**src/rtl/sobel_pkg.sv**
```systemverilog
// rtl/sobel_pkg.sv - shared state encoding and pixel constants for the Sobel frame path
package sobel_pkg;

    typedef enum logic [1:0] {
        ST_IDLE  = 2'd0,
        ST_LOAD  = 2'd1,
        ST_DRAIN = 2'd2,
        ST_DONE  = 2'd3
    } sobel_state_t;

    localparam logic [7:0] BLACK = 8'h00;
    localparam logic [7:0] WHITE = 8'hFF;

    localparam int DEF_ROW    = 180;
    localparam int DEF_COLUMN = 180;

endpackage

```
**src/rtl/sobel_drain_timer.sv**
```systemverilog
// rtl/sobel_drain_timer.sv - load/clear/increment counter with terminal-count flag
//
// Ports:
//   clk, rst   clock, synchronous active-high reset
//   clear      force count to 0 (highest priority)
//   load       load count from load_val
//   load_val   value for load
//   inc        increment count, saturating at LIMIT
//   tc         count is LIMIT-1: the next increment reaches LIMIT
module sobel_drain_timer #(
    parameter int LIMIT = 4096,
    parameter int W     = $clog2(LIMIT + 1)
) (
    input  logic         clk,
    input  logic         rst,
    input  logic         clear,
    input  logic         load,
    input  logic [W-1:0] load_val,
    input  logic         inc,
    output logic         tc
);

    logic [W-1:0] cnt_q, cnt_d;

    always_comb begin
        cnt_d = cnt_q;
        if (clear) begin
            cnt_d = '0;
        end else if (load) begin
            cnt_d = load_val;
        end else if (inc && (cnt_q != W'(LIMIT))) begin
            cnt_d = cnt_q + 1'b1;
        end
    end

    always_ff @(posedge clk) begin
        if (rst) begin
            cnt_q <= '0;
        end else begin
            cnt_q <= cnt_d;
        end
    end

    assign tc = (cnt_q == W'(LIMIT - 1));

endmodule

```
**src/rtl/sobel_frame_ctrl.sv**
```systemverilog
// rtl/sobel_frame_ctrl.sv - frame sequencer gating pixels into the Sobel engine and counting results
//
// Ports:
//   sys_clk, sys_rst               clock, synchronous active-high reset
//   start                          1-cycle pulse, starts a frame from IDLE/DONE
//   pix_in, pix_valid              incoming gray pixel stream
//   sobel_data_in, sobel_in_flag   pixel forwarded to the Sobel engine (1-cycle latency)
//   sobel_data_out, sobel_out_flag result from the Sobel engine
//   res_data, res_valid            registered result forwarded downstream
//   busy                           frame in LOAD or DRAIN
//   frame_done                     1-cycle pulse on successful frame end
//   err_timeout                    sticky drain timeout flag
//   in_cnt, out_cnt                pixels forwarded / results received this frame
//   edge_cnt                       white results this frame (only with SOBEL_CTRL_STATS_EN)
module sobel_frame_ctrl
    import sobel_pkg::*;
#(
    parameter int ROW           = DEF_ROW,
    parameter int COLUMN        = DEF_COLUMN,
    parameter int OUT_PIXELS    = (ROW - 2) * (COLUMN - 2),
    parameter int DRAIN_TIMEOUT = 4096,
    parameter int CNT_W         = 15
) (
    input  logic             sys_clk,
    input  logic             sys_rst,
    input  logic             start,
    input  logic [7:0]       pix_in,
    input  logic             pix_valid,
    output logic [7:0]       sobel_data_in,
    output logic             sobel_in_flag,
    input  logic [7:0]       sobel_data_out,
    input  logic             sobel_out_flag,
    output logic [7:0]       res_data,
    output logic             res_valid,
    output logic             busy,
    output logic             frame_done,
    output logic             err_timeout,
    output logic [CNT_W-1:0] in_cnt,
`ifdef SOBEL_CTRL_STATS_EN
    output logic [CNT_W-1:0] out_cnt,
    output logic [CNT_W-1:0] edge_cnt
`else
    output logic [CNT_W-1:0] out_cnt
`endif
);

    localparam logic [CNT_W-1:0] FRAME_LAST = CNT_W'(ROW * COLUMN - 1);
    localparam logic [CNT_W-1:0] OUT_FULL   = CNT_W'(OUT_PIXELS);

    sobel_state_t     state_q, state_d;
    logic [CNT_W-1:0] in_cnt_q, in_cnt_d, out_cnt_q, out_cnt_d;
    logic [7:0]       data_in_q, data_in_d, res_data_q, res_data_d;
    logic             in_flag_q, in_flag_d, res_valid_q, res_valid_d;
    logic             frame_done_q, frame_done_d, err_q, err_d;
    logic             timer_clear, timer_inc, timer_tc, accept_res;
`ifdef SOBEL_CTRL_STATS_EN
    logic [CNT_W-1:0] edge_cnt_q, edge_cnt_d;
`endif

    sobel_drain_timer #(.LIMIT(DRAIN_TIMEOUT)) u_drain_timer (
        .clk      (sys_clk),
        .rst      (sys_rst),
        .clear    (timer_clear),
        .load     (1'b0),
        .load_val ('0),
        .inc      (timer_inc),
        .tc       (timer_tc)
    );

    always_comb begin
        state_d      = state_q;
        in_cnt_d     = in_cnt_q;
        out_cnt_d    = out_cnt_q;
        data_in_d    = data_in_q;
        res_data_d   = res_data_q;
        err_d        = err_q;
        in_flag_d    = 1'b0;
        res_valid_d  = 1'b0;
        frame_done_d = 1'b0;
        timer_clear  = 1'b1;
        timer_inc    = 1'b0;
`ifdef SOBEL_CTRL_STATS_EN
        edge_cnt_d   = edge_cnt_q;
`endif

        // Result path runs independently of pixel forwarding so both can
        // be serviced in the same cycle.
        accept_res = ((state_q == ST_LOAD) || (state_q == ST_DRAIN)) && sobel_out_flag;
        if (accept_res) begin
            res_valid_d = 1'b1;
            res_data_d  = sobel_data_out;
            if (out_cnt_q != OUT_FULL) begin
                out_cnt_d = out_cnt_q + 1'b1;
            end
`ifdef SOBEL_CTRL_STATS_EN
            if (sobel_data_out == WHITE) begin
                edge_cnt_d = edge_cnt_q + 1'b1;
            end
`endif
        end

        case (state_q)
            ST_IDLE, ST_DONE: begin
                if (start) begin
                    state_d   = ST_LOAD;
                    in_cnt_d  = '0;
                    out_cnt_d = '0;
                    err_d     = 1'b0;
`ifdef SOBEL_CTRL_STATS_EN
                    edge_cnt_d = '0;
`endif
                end
            end
            ST_LOAD: begin
                if (pix_valid) begin
                    in_flag_d = 1'b1;
                    data_in_d = pix_in;
                    in_cnt_d  = in_cnt_q + 1'b1;
                    if (in_cnt_q == FRAME_LAST) begin
                        state_d = ST_DRAIN;
                    end
                end
            end
            ST_DRAIN: begin
                timer_clear = sobel_out_flag;
                timer_inc   = !sobel_out_flag;
                // Completion uses the post-increment count so frame_done
                // lines up with the last res_valid.
                if (out_cnt_d == OUT_FULL) begin
                    state_d      = ST_DONE;
                    frame_done_d = 1'b1;
                end else if (timer_inc && timer_tc) begin
                    state_d = ST_DONE;
                    err_d   = 1'b1;
                end
            end
            default: state_d = ST_IDLE;
        endcase
    end

    always_ff @(posedge sys_clk) begin
        if (sys_rst) begin
            state_q      <= ST_IDLE;
            in_cnt_q     <= '0;
            out_cnt_q    <= '0;
            data_in_q    <= BLACK;
            res_data_q   <= BLACK;
            in_flag_q    <= 1'b0;
            res_valid_q  <= 1'b0;
            frame_done_q <= 1'b0;
            err_q        <= 1'b0;
`ifdef SOBEL_CTRL_STATS_EN
            edge_cnt_q   <= '0;
`endif
        end else begin
            state_q      <= state_d;
            in_cnt_q     <= in_cnt_d;
            out_cnt_q    <= out_cnt_d;
            data_in_q    <= data_in_d;
            res_data_q   <= res_data_d;
            in_flag_q    <= in_flag_d;
            res_valid_q  <= res_valid_d;
            frame_done_q <= frame_done_d;
            err_q        <= err_d;
`ifdef SOBEL_CTRL_STATS_EN
            edge_cnt_q   <= edge_cnt_d;
`endif
        end
    end

    assign sobel_data_in = data_in_q;
    assign sobel_in_flag = in_flag_q;
    assign res_data      = res_data_q;
    assign res_valid     = res_valid_q;
    assign busy          = (state_q == ST_LOAD) || (state_q == ST_DRAIN);
    assign frame_done    = frame_done_q;
    assign err_timeout   = err_q;
    assign in_cnt        = in_cnt_q;
    assign out_cnt       = out_cnt_q;
`ifdef SOBEL_CTRL_STATS_EN
    assign edge_cnt      = edge_cnt_q;
`endif

endmodule

```
**config.mk**
```make
export PLATFORM = sky130hd
export DESIGN_NAME = sobel_frame_ctrl
export DESIGN_NICKNAME = d
export VERILOG_FILES = /design/src/rtl/sobel_pkg.sv /design/src/rtl/sobel_drain_timer.sv /design/src/rtl/sobel_frame_ctrl.sv
export SDC_FILE = /design/constraint.sdc
export NUM_CORES = 1
export LEC_CHECK = 0
export ABC_AREA = 1
export BUFFER_PORTS_ARGS = -buffer_cell sky130_fd_sc_hd__buf_2
export CAP_MARGIN = 20
export CORE_ASPECT_RATIO = 1.1
export CORE_MARGIN = 3
export CORE_UTILIZATION = 58
export CTS_CLUSTER_DIAMETER = 40
export CTS_CLUSTER_SIZE = 8
export DETAILED_ROUTE_END_ITERATION = 10
export PLACE_DENSITY_LB_ADDON = 0.25
export SLEW_MARGIN = 20
export SYNTH_ARGS = -nofsm -noshare
export SYNTH_HDL_FRONTEND = slang
export SYNTH_SLANG_ARGS = --single-unit
export TNS_END_PERCENT = 5
```
**constraint.sdc**
```tcl
create_clock -name sys_clk -period 4.5 [get_ports sys_clk]
set_clock_uncertainty 0.15 [all_clocks]
set_input_delay 1.35 -clock sys_clk [delete_from_list [all_inputs] [get_ports sys_clk]]
set_output_delay 1.35 -clock sys_clk [all_outputs]
set_load 0.05 [all_outputs]
```
==> results of run 1 <==
registers in the layout, summed over array words and instances, names as in the netlist:
signal,count
sobel_in_flag,1
err_timeout,1
out_cnt,15
state_q,2
frame_done,1
sobel_data_in,8
res_valid,1
in_cnt,15
u_drain_timer.cnt_q,13
res_data,8
worst max-delay path, stage by stage, from the launching register on:
cell and delay (ps):
dfxtp_1 410, inv_1 70, ha_1 360, inv_2 130, buf_2 280
per-layer routing:
layer	up-vias	global-route usage, %	part of all wire (%)
met4	0	10.3	2.1
met3	16	5.20	5.2
met1	1470	28.8	42
met5	-	0	0
li1	1687	-	-
met2	80	44.7	51
through the flow:
stage	setup slack, ps	cells	cell area, sq um
detailed placement	1280	616	3700
global route	1320	632	3920
global placement	1340	616	3700
finish	1410	632	3920
floorplan	1700	480	3310
CTS	1410	632	3920
placed cells by master, fill, tap and decap left out, types with 2 or more instances in the layout:
cell       Yosys  routed
a211oi_1       3       3
a21oi_1       34      34
a21oi_4        2       2
buf_2          2      71
bufinv_16      0       2
clkbuf_8       0       9
clkinv_1       2       2
clkinv_4       0       4
dfxtp_1       65      65
ha_1           8       8
inv_1         60      60
inv_2          2       2
nand2_1       91      91
nand2_2        6       6
nand3_1       28      28
nand3_2        3       3
nand4_1       11      11
nor2_1        80      80
nor2_2         4       4
nor2_4         2       2
nor3_1        16      16
nor4_1         4       4
o21ai_0       29      29
o21ai_1        2       2
or2_2          3       3
xnor2_1        3       3
xor2_1         6       6
how the worst min path moves through the flow:
stage	from	to	slack, ps	cells after the start
after global placement	res_data[4]	res_data[4]	310	2
after floorplan	u_drain_timer.cnt_q[12]	u_drain_timer.cnt_q[12]	310	2
final	sobel_data_in[2]	sobel_data_in[2]	330	2
after detailed placement	sobel_data_in[2]	sobel_data_in[2]	320	2
after CTS	sobel_data_in[2]	sobel_data_in[2]	330	2
after global routing	res_data[0]	res_data[0]	350	2
cells by family (layout without fill, tap and decap cells):
family                   after synthesis  count (layout)
flip-flops                            65              65
AO/OA/AOI/OAI                         72              72
adder cells (fa/ha/maj)                8               8
AND/OR/NAND/NOR                      251             251
buffers and inverters                 75             152
XOR/XNOR                               9               9
report_power, final:
group / internal (mW) / total, mW / switching, mW
combinational: 0.215 / 0.851 / 0.636
clock: 0.317 / 0.559 / 0.242
sequential: 0.651 / 0.712 / 0.0610
total: 1.18 / 2.12 / 0.938
area by class of cell:
| cell class | instances | area (sq um) |
|---|---|---|
| clock buffers | 9 | 124 |
| clock inverters | 7 | 104 |
| fillers | 487 | 1540 |
| inverters | 65 | 246 |
| multi-input cells | 340 | 1700 |
| flip-flops and latches | 65 | 1300 |
| well taps | 75 | 93.8 |
| repair buffers | 71 | 355 |
==> flow_summary.yaml, run 1 <==
setup_path:
  regToRegSetupSlack_ps: 1910
  rr_startpoint: "state_q[0]"
  crit_path_max_fanout: 5
  cp-endpoint: "busy"
  end_kind: "output port"
  arrival_ps: 1590
  setup.worst_path.start_class: "register"
  r2r_cells: 16
  crit_required_ps: 3000
  r2r-end: "state_q[1]"
  crit_start: "state_q[0]"
  timing_worst_setup_path_type: "register to output port"
floorplanning:
  start_util_pct: 60.5
  die_w_um: 78.0
  core_area_sq_mm: 0.00547
  fp.dieH_um: 85.2
  die_area_sq_mm: 0.00664
  num_rows: 28
  io-pin-count: 72
drt:
  avgRoutedWirePerCell_um: 12.4
  drc_errors: 0
  drtPass1Iterations: 4
  num_vias: 3253
  drt_wl_total_um: 7820
  ant_nets: 0
  routed_via_density: 5.15
  drt-initial-drc-count: 209
placement:
  portBuffers: 71
  gp_congestion: 0.875
  dpl.hpwl_um: 5720
synthesis:
  synth_edf_count: 0
  syn_area_per_cell_sq_um: 6.89
  yosysSeqAreaShare_pct: 39.4
  synthTopCellsByCount: "nand2_1 (91), nor2_1 (80), dfxtp_1 (65), inv_1 (60), a21oi_1 (34)"
  synthDominantCellAreaShare_pct: 39.4
  synth_top_family_by_area: "simple AND/OR/NAND/NOR gates"
  syn-cell-area_sq_mm: 0.00331
  syn_nets: 509
  synth-compound-area-share_pct: 12.0
  async_reset_ff_share_pct: 0
  synthTopCellsByArea: "dfxtp_1 (39%), nand2_1 (10%), nor2_1 (9.1%)"
  synth-main-ff-cell: "dfxtp_1"
  ys_seq_elements: 65
  synth_xor_xnor_area_share_pct: 2.38
  synthMuxAreaShare_pct: 0
  synthDistinctLibCells: 33
  synthAdderAreaFrac_pct: 3.03
  yosys.area.top_type: "dfxtp_1"
  synth_warnings: 0
  yosys.cell_count.top_type: "nand2_1"
  synth_cells: 480
  synth-simple-area-share_pct: 34.0
sta:
  fmax_mhz: 324
  worst_pin_slew_ps: 590
  rsz0062_at_grt: "false"
  finalCritPeriodShare_pct: 68.7
  setup_viol: 0
  setup_tns_ps: 0
  holdWs_ps: 328
  hold_viol_final: 0
  relSlewSlack_pct: 60.4
  drv_slew: 0
  min_period_ps: 3090
power:
  max-vdd-ir-drop_mv: 0.335
  powerDensity_mw_per_mm2: 541
  power_mw: 2.12
  power_leakage_nw: 1.73
grt:
  grt_pass1_vias: 3131
  grt_pass1_wl_um: 13500
  antenna_found_initial: 0
  grt.overflow.total: 0
  grt_max_degree: 33
  track_usage_pct: 25.0
clocking:
  clockBufferDepth: 2
  cts.sink_count: 65
  cts_setup_buffers: 0
  clk_latency_ps: 340
  hold_buffers: 0
  clk_pin_slew_ps: 80
  cts_resized: 0
  h-tree-depth: 3
  cts_tree: "yes"
  cts_made_buffers: 9
  cts_root_buf: "clkbuf_8"
finish:
  area.growth.synth_to_final_pct: 18.7
  antennaDiodeCount: 0
  final_util_pct: 71.8
  drive_gt1_share_pct: 20.3
  nets: 581
job:
  maxCapViolations: 0
status:
  outcome: "finished, final reports clean"
min_path:
  hold_class: "register to register"
(Power assumes the default switching activity.)
==> inputs of run 2 (changes only) <==
--- a/config.mk
+++ b/config.mk
@@ -5,12 +5,12 @@
 export SDC_FILE = /design/constraint.sdc
 export NUM_CORES = 1
 export LEC_CHECK = 0
-export ABC_AREA = 1
+export ABC_AREA = 0
 export BUFFER_PORTS_ARGS = -buffer_cell sky130_fd_sc_hd__buf_2
 export CAP_MARGIN = 20
 export CORE_ASPECT_RATIO = 1.1
 export CORE_MARGIN = 3
-export CORE_UTILIZATION = 58
+export CORE_UTILIZATION = 54
 export CTS_CLUSTER_DIAMETER = 40
 export CTS_CLUSTER_SIZE = 8
 export DETAILED_ROUTE_END_ITERATION = 10
==> constraint.sdc (replaced) <==
create_clock -name sys_clk -period 2.9 [get_ports sys_clk]
set_clock_uncertainty 0.15 [all_clocks]
set_input_delay 0.87 -clock sys_clk [delete_from_list [all_inputs] [get_ports sys_clk]]
set_output_delay 0.87 -clock sys_clk [all_outputs]
set_load 0.05 [all_outputs]
==> flow_summary.yaml, run 2 <==
status:
  outcome: "finished, final reports clean"
clocking:
  clk_pin_slew_ps: 70
  cts_made_buffers: 9
  h-tree-depth: 3
  cts_tree: "yes"
  cts.sink_count: 65
  hold_buffers: 0
  clockBufferDepth: 2
  cts_root_buf: "clkbuf_8"
  clk_latency_ps: 340
drt:
  avgRoutedWirePerCell_um: 13.1
  routed_via_density: 5.35
  ant_nets: 0
  drt-initial-drc-count: 166
  drc_errors: 0
  drtPass1Iterations: 4
  drt_wl_total_um: 7220
  num_vias: 2961
power:
  powerDensity_mw_per_mm2: 634
  clockPowerShare_pct: 27.7
  power.internal_mw: 1.56
  power_leakage_nw: 1.52
  power_frac_comb_pct: 31.8
  p_seq_share_pct: 40.5
  power_switching_mw: 0.919
  max-vdd-ir-drop_mv: 0.452
  swShare_pct: 37.0
  power_mw: 2.48
finish:
  finalInstanceArea_sq_mm: 0.00391
  nFillCells: 525
  final_cell_mix: "buf_2 (71), dfxtp_1 (65), nand2_1 (59), nor2_1 (56), a21oi_1 (23)"
  final_cells: 553
  multi_input_area_sq_mm: 0.00182
  antennaDiodeCount: 0
  drive_gt1_share_pct: 24.2
  final-seq-area_sq_mm: 0.00130
  nets: 500
  layout_commonest_cell: "buf_2"
  area.growth.synth_to_final_pct: 19.2
setup_path:
  setup.worst_path.start_class: "register"
  crit_required_ps: 3000
  end_kind: "register"
  timing_worst_setup_path_type: "register to register"
  crit_path_max_fanout: 7
  arrival_ps: 2810
sta:
  hold_viol_final: 0
  fmax_mhz: 369
  min_period_ps: 2710
  setup_tns_ps: 0
  worst_pin_slew_ps: 673
  rsz0062_at_grt: "false"
  drv_slew: 0
  relSlewSlack_pct: 55.1
  setup_viol: 0
  finalCritPeriodShare_pct: 93.3
placement:
  gp_congestion: 0.912
  place_area_sq_mm: 0.00370
  dpl.hpwl_um: 5230
  dp.cells: 536
  portBuffers: 71
synthesis:
  yosys.cell_count.top_type: "dfxtp_1"
  async_reset_ff_share_pct: 0
  synthDominantCellAreaShare_pct: 39.6
  synthTopCellsByArea: "dfxtp_1 (40%), nand2_1 (6.7%), nor2_1 (6.4%)"
  syn_area_per_cell_sq_um: 8.40
  syn-cell-area_sq_mm: 0.00328
  synth-main-ff-cell: "dfxtp_1"
  synth_warnings: 0
  synthDistinctLibCells: 56
  ys_seq_elements: 65
  yosysSeqAreaShare_pct: 39.6
  synthTopCellsByCount: "dfxtp_1 (65), nand2_1 (59), nor2_1 (56), a21oi_1 (23), xnor2_1 (20)"
  synth_edf_count: 0
  yosys.area.top_type: "dfxtp_1"
  syn_nets: 420
  synth_cells: 391
min_path:
  hold_class: "register to register"
grt:
  grt.overflow.total: 0
  grt_pass1_wl_um: 11600
  grt_max_degree: 25
  grt_pass1_vias: 2639
  track_usage_pct: 20.8
  antenna_found_initial: 0
floorplanning:
  core_area_sq_mm: 0.00584
  die_w_um: 80.3
  die_area_sq_mm: 0.00705
  fp.dieH_um: 87.8
  io-pin-count: 72
  num_rows: 29
  start_util_pct: 56.2
job:
  maxCapViolations: 0
-- run 2: cell types whose count changed in the layout (fill, tap and decap cells not counted), moves of 14 or more --
cell | previous run | this run
xnor2_1 | 3 | 20
nand2_1 | 91 | 59
nor2_1 | 80 | 56
inv_1 | 60 | 15
nand3_1 | 28 | 14
buf_4 | 0 | 14
o21ai_0 | 29 | 7
-- run 2: cell type report --
class                      count  share of cell area (%)
sequential                    65                    33.3
timing repair buffer          85                    11.8
clock buffer                  12                    3.97
inverter                      15                    1.44
clock inverter                 4                   0.704
multi-input combinational    295                    46.4
tap                           77                    2.46
-- run 2: through the flow --
stage / setup WS, ps / hold slack (ps) / util [%]
6_report: 193 / 304 / 67.0
4_1_cts: 136 / 304 / 66.5
2_1_floorplan: 214 / 343 / -
3_3_place_gp: 82.3 / 289 / 63.4
5_1_grt: 33.8 / 321 / 67.0
3_5_place_dp: -1.51 / 294 / 63.4
-- run 2: kinds of logic after synthesis --
logic type / share of synthesized area, %
xor gates and xnor gates: 10.4
AOI/OAI and AO/OA: 11.4
DFF: 39.6
muxes: 0.610
adders and majority gates: 3.05
and+or+nand+nor: 29.3
buffers and inverters: 5.64
-- run 2: per-layer routing --
layer / up-vias / share of wire (%) / track usage, %
met1: 1368 / 44 / 25.3
met2: 75 / 49 / 34.3
met3: 15 / 5.4 / 5.35
met5: - / 0 / 0
li1: 1503 / - / -
met4: 0 / 2.3 / 10.1
-- run 2: final timing paths --
path              cells after the start  slack, ps             start               end
hold reg to reg                       2        300  sobel_data_in[3]  sobel_data_in[3]
hold / removal                        2        300  sobel_data_in[3]  sobel_data_in[3]
setup / recovery                      9        190        state_q[0]        state_q[0]
setup reg to reg                      9        190        state_q[0]        state_q[0]
-- run 2: power by group through the flow --
stage                     clock, mW  sequential [mW]  combinational [mW]
after CTS                     0.709             1.01               0.793
after global routing          0.746             1.02               0.857
after floorplan                   0             1.21               0.426
after global placement            0             1.03               0.778
final                         0.687             1.01               0.789
after detailed placement          0             1.03               0.786
-- run 2: critical path: stages, from the launching register on --
cell and delay, ps:
dfxtp_1 390, inv_1 70, ha_1 360, and4b_1 370
xnor2_1 90, a311o_2 400, nor4b_2 170, buf_4 150
a31o_2 250, a311oi_2 240
-- run 2: timing repair --
action,4_1_cts,5_1_grt
setup endpoints to repair,0,2
buffers inserted,0,1
resized for setup,0,3
